--- config.mk ---
export PLATFORM = sky130hd
export DESIGN_NAME = jam_cost_loader
export DESIGN_NICKNAME = d
export VERILOG_FILES = /design/src/rtl/jam_pkg.sv /design/src/rtl/jam_cost_ram.sv /design/src/rtl/jam_cost_loader.sv
export SDC_FILE = /design/constraint.sdc
export NUM_CORES = 1
export LEC_CHECK = 0
export ABC_AREA = 1
export ABC_CLOCK_PERIOD_IN_PS = 4300
export BUFFER_PORTS_ARGS = -buffer_cell sky130_fd_sc_hd__buf_4
export CAP_MARGIN = 20
export CORE_UTILIZATION = 35
export DETAILED_ROUTE_END_ITERATION = 16
export PLACE_DENSITY = 0.46
export SYNTH_ARGS = -nofsm -noshare
export SYNTH_HDL_FRONTEND = slang
export SYNTH_SLANG_ARGS = --single-unit
--- constraint.sdc ---
create_clock -name CLK -period 4.3 [get_ports CLK]
set_input_delay 0.645 -clock CLK [delete_from_list [all_inputs] [get_ports CLK]]
set_output_delay 0.645 -clock CLK [all_outputs]
set_load 0.01 [all_outputs]
--- src/rtl/jam_pkg.sv ---
// ============================================================================
// Module      : jam_pkg
// Description : Shared constants for the JAM cost-table loader. It holds the
//               table geometry, the result widths and the loader state
//               encoding.
// Revision    : 1.0 - initial release
// ============================================================================
`default_nettype none

package jam_pkg;

   // Cost word width. It matches the JAM Cost input.
   localparam int COST_W    = 7;
   // Workers per row. The table is N_WORK x N_WORK.
   localparam int N_WORK    = 8;
   localparam int TBL_DEPTH = N_WORK * N_WORK;
   localparam int ADDR_W    = 6;
   // Widths of the JAM result buses.
   localparam int MINCOST_W = 10;
   localparam int MATCH_W   = 4;

   // Loader state encoding.
   typedef logic [1:0] state_t;
   localparam logic [1:0] ST_LOAD = 2'd0;
   localparam logic [1:0] ST_RUN  = 2'd1;
   localparam logic [1:0] ST_DONE = 2'd2;
   localparam logic [1:0] ST_ERR  = 2'd3;

   // Row-major table address. It is the concatenation of the worker and job indices.
   function automatic logic [ADDR_W-1:0] tbl_addr(input logic [2:0] w, input logic [2:0] j);
      return {w, j};
   endfunction

endpackage

`default_nettype wire

--- src/rtl/jam_cost_ram.sv ---
// ============================================================================
// Module      : jam_cost_ram
// Description : Cost table storage. It has one synchronous write port and
//               one asynchronous read port. The contents are not reset.
// Revision    : 1.0 - initial release
// ============================================================================
`default_nettype none

module jam_cost_ram #(
   parameter int COST_W = 7,
   parameter int DEPTH  = 64,
   parameter int ADDR_W = 6
) (
   input  logic              CLK,
   input  logic              we,
   input  logic [ADDR_W-1:0] waddr,
   input  logic [COST_W-1:0] wdata,
   input  logic [ADDR_W-1:0] raddr,
   output logic [COST_W-1:0] rdata
);

   logic [COST_W-1:0] r_mem [0:DEPTH-1];

   // Write the streamed word into its table slot.
   always_ff @(posedge CLK) begin
      if (we) begin
         r_mem[waddr] <= wdata;
      end
   end

   // Zero-latency read. JAM sums Cost in the same cycle it presents W and J.
   assign rdata = r_mem[raddr];

endmodule

`default_nettype wire

--- src/rtl/jam_cost_loader.sv ---
// ============================================================================
// Module      : jam_cost_loader
// Description : Upstream stage of the JAM assignment engine. It loads an 8x8
//               cost table from a stream and holds JAM in reset until the table
//               is complete. It then serves JAM's (W,J) lookups, captures the
//               result on jam_valid and watchdogs the run.
// Revision    : 1.0 - initial release
// ============================================================================
`default_nettype none

module jam_cost_loader #(
   parameter int COST_W  = jam_pkg::COST_W,
   parameter int TIMEOUT = 500000,
   parameter int TO_W    = 20
) (
   input  logic                         CLK,
   input  logic                         RST,
   input  logic                         in_valid,
   output logic                         in_ready,
   input  logic [COST_W-1:0]            in_data,
   input  logic                         in_last,
   input  logic                         restart,
   input  logic [2:0]                   W,
   input  logic [2:0]                   J,
   output logic [COST_W-1:0]            Cost,
   output logic                         jam_rst,
   input  logic                         jam_valid,
   input  logic [jam_pkg::MINCOST_W-1:0] jam_mincost,
   input  logic [jam_pkg::MATCH_W-1:0]   jam_match,
   output logic [jam_pkg::MINCOST_W-1:0] res_mincost,
   output logic [jam_pkg::MATCH_W-1:0]   res_match,
   output logic                         done,
   output logic                         err
);

   import jam_pkg::*;

   // The watchdog fires when its count reaches this value. RUN then lasts exactly TIMEOUT cycles.
   localparam logic [TO_W-1:0] TO_LAST   = TO_W'(TIMEOUT - 1);
   localparam logic [ADDR_W-1:0] WCNT_END = ADDR_W'(TBL_DEPTH - 1);

   state_t                 r_state;
   logic [ADDR_W-1:0]      r_wcnt;
   logic [TO_W-1:0]        r_wdog;
   logic                   r_jam_rst;
   logic [MINCOST_W-1:0]   r_res_mincost;
   logic [MATCH_W-1:0]     r_res_match;

   logic                   w_xfer;
   logic                   w_wcnt_end;
   logic                   w_we;
   logic                   w_timeout;
   logic [COST_W-1:0]      w_rdata;

   assign w_xfer     = in_valid & in_ready;
   assign w_wcnt_end = (r_wcnt == WCNT_END);
   // An early in_last discards its word. A missing last on word 63 still writes, then errors.
   assign w_we       = w_xfer & (w_wcnt_end | ~in_last);
   assign w_timeout  = (r_wdog == TO_LAST);

   jam_cost_ram #(
      .COST_W (COST_W),
      .DEPTH  (TBL_DEPTH),
      .ADDR_W (ADDR_W)
   ) u_ram (
      .CLK   (CLK),
      .we    (w_we),
      .waddr (r_wcnt),
      .wdata (in_data),
      .raddr (tbl_addr(W, J)),
      .rdata (w_rdata)
   );

   // Loader FSM with the word counter, the watchdog and the JAM reset.
   always_ff @(posedge CLK or posedge RST) begin
      if (RST) begin
         r_state   <= ST_LOAD;
         r_wcnt    <= '0;
         r_wdog    <= '0;
         r_jam_rst <= 1'b1;
      end else begin
         case (r_state)
            ST_LOAD: begin
               if (w_xfer) begin
                  if (in_last && w_wcnt_end) begin
                     r_state   <= ST_RUN;
                     r_wdog    <= '0;
                     r_jam_rst <= 1'b0;
                  end else if (in_last || w_wcnt_end) begin
                     // The end of the stream came early or the last marker is missing. The counter never wraps.
                     r_state <= ST_ERR;
                  end else begin
                     r_wcnt <= r_wcnt + 1'b1;
                  end
               end
            end
            ST_RUN: begin
               if (jam_valid) begin
                  r_state   <= ST_DONE;
                  r_jam_rst <= 1'b1;
               end else if (w_timeout) begin
                  r_state   <= ST_ERR;
                  r_jam_rst <= 1'b1;
               end else begin
                  r_wdog <= r_wdog + 1'b1;
               end
            end
            default: begin
               // DONE and ERR wait for restart. JAM stays in reset.
               if (restart) begin
                  r_state <= ST_LOAD;
                  r_wcnt  <= '0;
                  r_wdog  <= '0;
               end
            end
         endcase
      end
   end

   // Capture the JAM result on a Valid pulse in RUN. Otherwise hold it.
   always_ff @(posedge CLK or posedge RST) begin
      if (RST) begin
         r_res_mincost <= '0;
         r_res_match   <= '0;
      end else if ((r_state == ST_RUN) && jam_valid) begin
         r_res_mincost <= jam_mincost;
         r_res_match   <= jam_match;
      end
   end

   assign in_ready    = (r_state == ST_LOAD);
   assign done        = (r_state == ST_DONE);
   assign err         = (r_state == ST_ERR);
   assign jam_rst     = r_jam_rst;
   assign res_mincost = r_res_mincost;
   assign res_match   = r_res_match;
   // Cost reads as zero outside RUN, so JAM never sees a partially loaded table.
   assign Cost        = (r_state == ST_RUN) ? w_rdata : '0;

endmodule

`default_nettype wire

* Yosys cells after proc, flatten, opt, wreduce, memory -nomap -nowiden
Memories as Yosys holds them, arrays and structs flattened.
Cells that the tools add are included.
** Word-level totals
- Word-level logic and storage cells :: 64
- Memory bits (writable) :: 448
- Memories kept :: 1
- Output and inout port bits :: 25
- Register bits after elaboration :: 43
- Input bits :: 33
** Operators by class
- Reductions and logical operators :: 11
- $add $sub $neg :: 2
- Bitwise operators :: 5
- Mux-type cells :: 26
- Eq/ne operators :: 13
** Memory list
- u_ram.r_mem :: words 64, width 7, rd ports 1, clocked after Yosys merged registers in 0, wr ports 1, RTL line jam_cost_ram.sv:22 : logic [COST_W-1:0] r_mem [0:DEPTH-1];
** Operators with widths (number)
- $mux 20 :: 5
- $pmux 20 s2 :: 1
- $mux 6 :: 4
- $add 20x1->20 const B :: 1
- $eq 20x19->1 const B :: 1
- $mux 2 :: 6
- $pmux 6 s2 :: 1
- $reduce_and 5->1 :: 2
- $ne 2x2->1 const B :: 4
- $reduce_and 4->1 :: 2
- $mux 7 :: 1
- $add 6x1->6 const B :: 1
- $eq 6x6->1 const B :: 1
- $mux 1 :: 6
- $eq 2x2->1 const B :: 2
- $ne 2x1->1 const B :: 2
- $pmux 2 s2 :: 1
- $reduce_bool 2->1 :: 2
- $ne 3x1->1 const B :: 1
- $ne 3x3->1 const B :: 1
- $reduce_bool 3->1 :: 1
- $and 1x1->1 :: 2
- $eq 2x1->1 const B :: 1
- $logic_and 1x1->1 :: 2
- 5 further kinds :: 6

* Logic depth before layout (Yosys ltp)
- Word-level depth :: 6
- Gate-level depth with buffers :: 12

* Cells and area by module
From an unflattened synthesis, not the netlist that was laid out.
** Unflattened totals
- Cell total of the unflattened synthesis :: 1918
- Area, all modules :: 20900.0 µm²
** Modules (own cells, without submodules)
- jam_cost_ram :: seq. area each 13452.9 µm², times used 1, area each 18405.2 µm², cells each 1583
- jam_cost_loader :: seq. area each 1077.3 µm², times used 1, area each 2494.9 µm², cells each 335

* Least setup slack after synthesis
Ideal clock, no wire load.
- Path type :: input -> output
- Start :: in J[0]
- End :: out Cost[5]
- Setup slack :: 1.812 ns
- Stages :: 12
- Arrival time :: 1.843 ns
- Required time :: 3.655 ns
- Cells stage by stage :: buf_4 -> inv_2 -> buf_4 -> buf_2 -> nand2_1 -> nand3_1 -> nand3_1 -> nand2_1 -> nand2_1 -> nand3_1 -> nand3_1 -> a21oi_1
** On the way
- Word-level cells in the longest chain between the ends :: 2
** RTL lines
- start, declared :: RTL line jam_cost_loader.sv:24 : input logic [2:0] J,
- $mem_v2 64x7
- $mux 7 :: RTL line jam_cost_loader.sv:138 : assign Cost = (r_state == ST_RUN) ? w_rdata : '0;
- end, declared :: RTL line jam_cost_loader.sv:25 : output logic [COST_W-1:0] Cost,
Every way passes these cells.

* Final worst setup path
- Start :: in J[0]
- End :: out Cost[2]
Same word-level chain as after synthesis.

==> impl_metrics.csv <==
group,metric,value,unit
synthesis,ys.flop_type,"edfxtp_1",
pwr,power.leakage,8.621,nW
sta,layout_min_cycle_time,3.445,ns
place,routabilityCongestion,0.8290,
synthesis,synthTopCellsByArea,"edfxtp_1 (65%), nand2_1 (11%), nand3_1 (9.8%)",
global_route,grt_use_met3,3.324,%
detailed_routing,drc,0,
synthesis,synth_top_cell_by_area,"edfxtp_1",
global_route,gr-max-usage-layer,"met2",
critical_path,end_kind,"output port",
synthesis,synthTopCellsByCount,"nand2_1 (627), edfxtp_1 (448), nand3_1 (404)",
clocking,htreeDepth,2,
synthesis,seq_area_frac_synth,70.28,%
cells_and_area,fillerInstances,5584,
sta,final.period_utilization,80.12,%
critical_path,critPathArrivalTime,2.80,ns
floorplan,dieArea,60050,sq um
clocking,cts_setup_buffers,0,
floorplan,placeableCoreArea,58030,sq um
min_path,hold_path_class,"in -> async",
place,port_buffers,57,
synthesis,synth_nets,1896,
critical_path,cp.required,3.65,ns
floorplan,start_util,35.63,%
floorplan,row_count,88,
critical_path,cp_max_fo,71,
global_route,antenna_found_initial,0,
global_route,use_met1,26.69,%
synthesis,ys_types,35,
synthesis,synth.ff_latch_count,491,
synthesis,syn-mean-instance-area,11.11,sq um
detailed_routing,vias,13680,
sta,fin_worst_skew,0.01355,ns
clocking,clk_pin_slew_worst_paths,0.05,ns
global_route,grt_pass1_vias,13570,
synthesis,synthCells,1861,
clocking,cts_num_sinks,491,
clocking,cts_tree,"done",
clocking,hold_buffers,0,
pwr,total_power,0.01145,W
cells_and_area,layout.nets,1937,
sta,tightest_slew,0.9111,ns
synthesis,ys_warn_count,0,
global_route,use_met2,29.72,%
detailed_routing,via_per_inst,5.046,
synthesis,synth_most_common_cell,"nand2_1",
detailed_routing,detail_route.wirelength,55450,um
status,status,"completed",
synthesis,synth_edf_count,448,
pwr,power_density,482.6,nW/um^2
cells_and_area,syn2layout_area_growth,14.72,%
sta,hold_viol,0,
clocking,clock_path_buffers,3,
critical_path,crit_type,"in -> out",
cells_and_area,ff_latch_area,14530,sq um
global_route,grt_max_degree,77,
sta,slew_headroom,39.17,%
floorplan,num_io_pins,58,
synthesis,synthesis.area,20670,sq um
floorplan,die_h,245.0,um
cells_and_area,insertedDiodeCount,0,
floorplan,fp.dieW,245.0,um
detailed_routing,postRouteAntennaNets,0,
pwr,vdd_drop_max,0.3119,mV
sta,fin_tns_setup,0,ns
clocking,clk_latency,0.60,ns
clocking,cts_resized,0,
clocking,cts_root_buf,"clkbuf_16",
synthesis,yosysTopAreaCellShare,65.07,%
detailed_routing,wire_per_inst,20.44,um
cells_and_area,multi_input_area,5500,sq um
critical_path,start_kind,"primary input",
synthesis,synth-async-reset-ratio,8.758,%
detailed_routing,drt_iter0_drc,1117,
global_route,grt_pass1_wl,84900,um
sta,rsz0062_at_grt,"false",
clocking,cts_buffers,54,
cells_and_area,drive_gt1_share,10.53,%
sta,setup_viol,0,
sta,slew_violations,0,
run,cap_violations,0,
place,dp_hpwl,32050,um
sta,max_freq,290.3,MHz
global_route,grt-ovfl-total,0,
detailed_routing,drt_first_pass_iters,5,
global_route,grt_use_total,18.75,%
sequential cells by signal, summed over array words and instances, names as in the netlist:
register and cells:
u_ram.r_mem 448, r_state 2, res_mincost 10, r_wcnt 6
res_match 4, jam_rst 1, r_wdog 20
worst max-delay path, cell delays in order:
cell and delay [ns]:
buf_6 0.22, inv_6 0.25, buf_12 0.33, nand2_1 0.09, nand3_1 0.08, nand3_1 0.13
nand2_1 0.09, nand2_1 0.05, nand3_1 0.16, nand3_1 0.18, a21oi_1 0.28, buf_4 0.17
logic make-up after synthesis:
logic type / synth area share [%]
simple gates: 24.00
xor+xnor: 0.5931
buf+inv: 3.117
mux: 0.7625
flops: 70.28
compound gates: 1.126
fa+ha+maj: 0.1210
worst paths after layout:
check | from | to | slack (ns) | cells after the start
setup / recovery | J[0] | Cost[2] | 0.85 | 12
hold / removal | RST | res_mincost[1] | 0.26 | 2
setup reg to reg | r_wcnt[1] | u_ram.r_mem[33][5] | 1.13 | 7
hold reg to reg | jam_rst | jam_rst | 0.46 | 2
max in group asynchronous | RST | r_wdog[12] | 3.47 | 2
min in group CLK | jam_mincost[0] | res_mincost[0] | 0.28 | 2
layer usage:
layer | share of wire, % | vias to the layer above
met5 | 0 | -
met4 | 1.6 | 0
met3 | 5.2 | 61
met2 | 46 | 362
met1 | 47 | 6699
li1 | - | 6562
layout by cell type, fill, tap and decap left out, types with 4 or more instances in the layout:
| cell | instances |
|---|---|
| a21oi_1 | 14 |
| buf_12 | 7 |
| buf_4 | 75 |
| bufinv_16 | 9 |
| clkbuf_1 | 14 |
| clkbuf_16 | 55 |
| clkinv_1 | 5 |
| clkinv_2 | 13 |
| dfrtp_1 | 42 |
| edfxtp_1 | 448 |
| inv_1 | 31 |
| inv_2 | 8 |
| mux2_2 | 14 |
| nand2_1 | 627 |
| nand2_2 | 4 |
| nand3_1 | 404 |
| nand4_1 | 10 |
| nor2_1 | 92 |
| nor3_1 | 10 |
| o21ai_0 | 21 |
| o21ai_1 | 5 |
| xor2_1 | 12 |
report_power, final:
part           internal [W]  switching [W]
Clock               0.00294        0.00188
Sequential          0.00533      0.0000883
Combinational      0.000399       0.000808
final cells by class:
type,count,share of cell area [%]
multi-input cells,1229,23.19
repair buffers,83,3.012
clock buffers,72,6.198
well taps,765,4.035
clock inverters,29,1.588
flip-flops and latches,491,61.26
inverters,43,0.7174
per-stage QoR:
step	setup slack, ns	utilization [%]	hold slack, ns	cell area [sq um]	instances
final	0.8549	40.88	0.2579	23720	2712
after global routing	0.6879	40.88	0.2480	23720	2712
after CTS	0.8541	40.88	0.2426	23720	2712
after detailed placement	0.8582	37.69	0.4618	21870	2611
after global placement	0.8517	37.69	0.4622	21870	2611
after floorplan	1.812	-	0.4676	20670	1861
No activity file was read; power rests on OpenSTA's default activity.
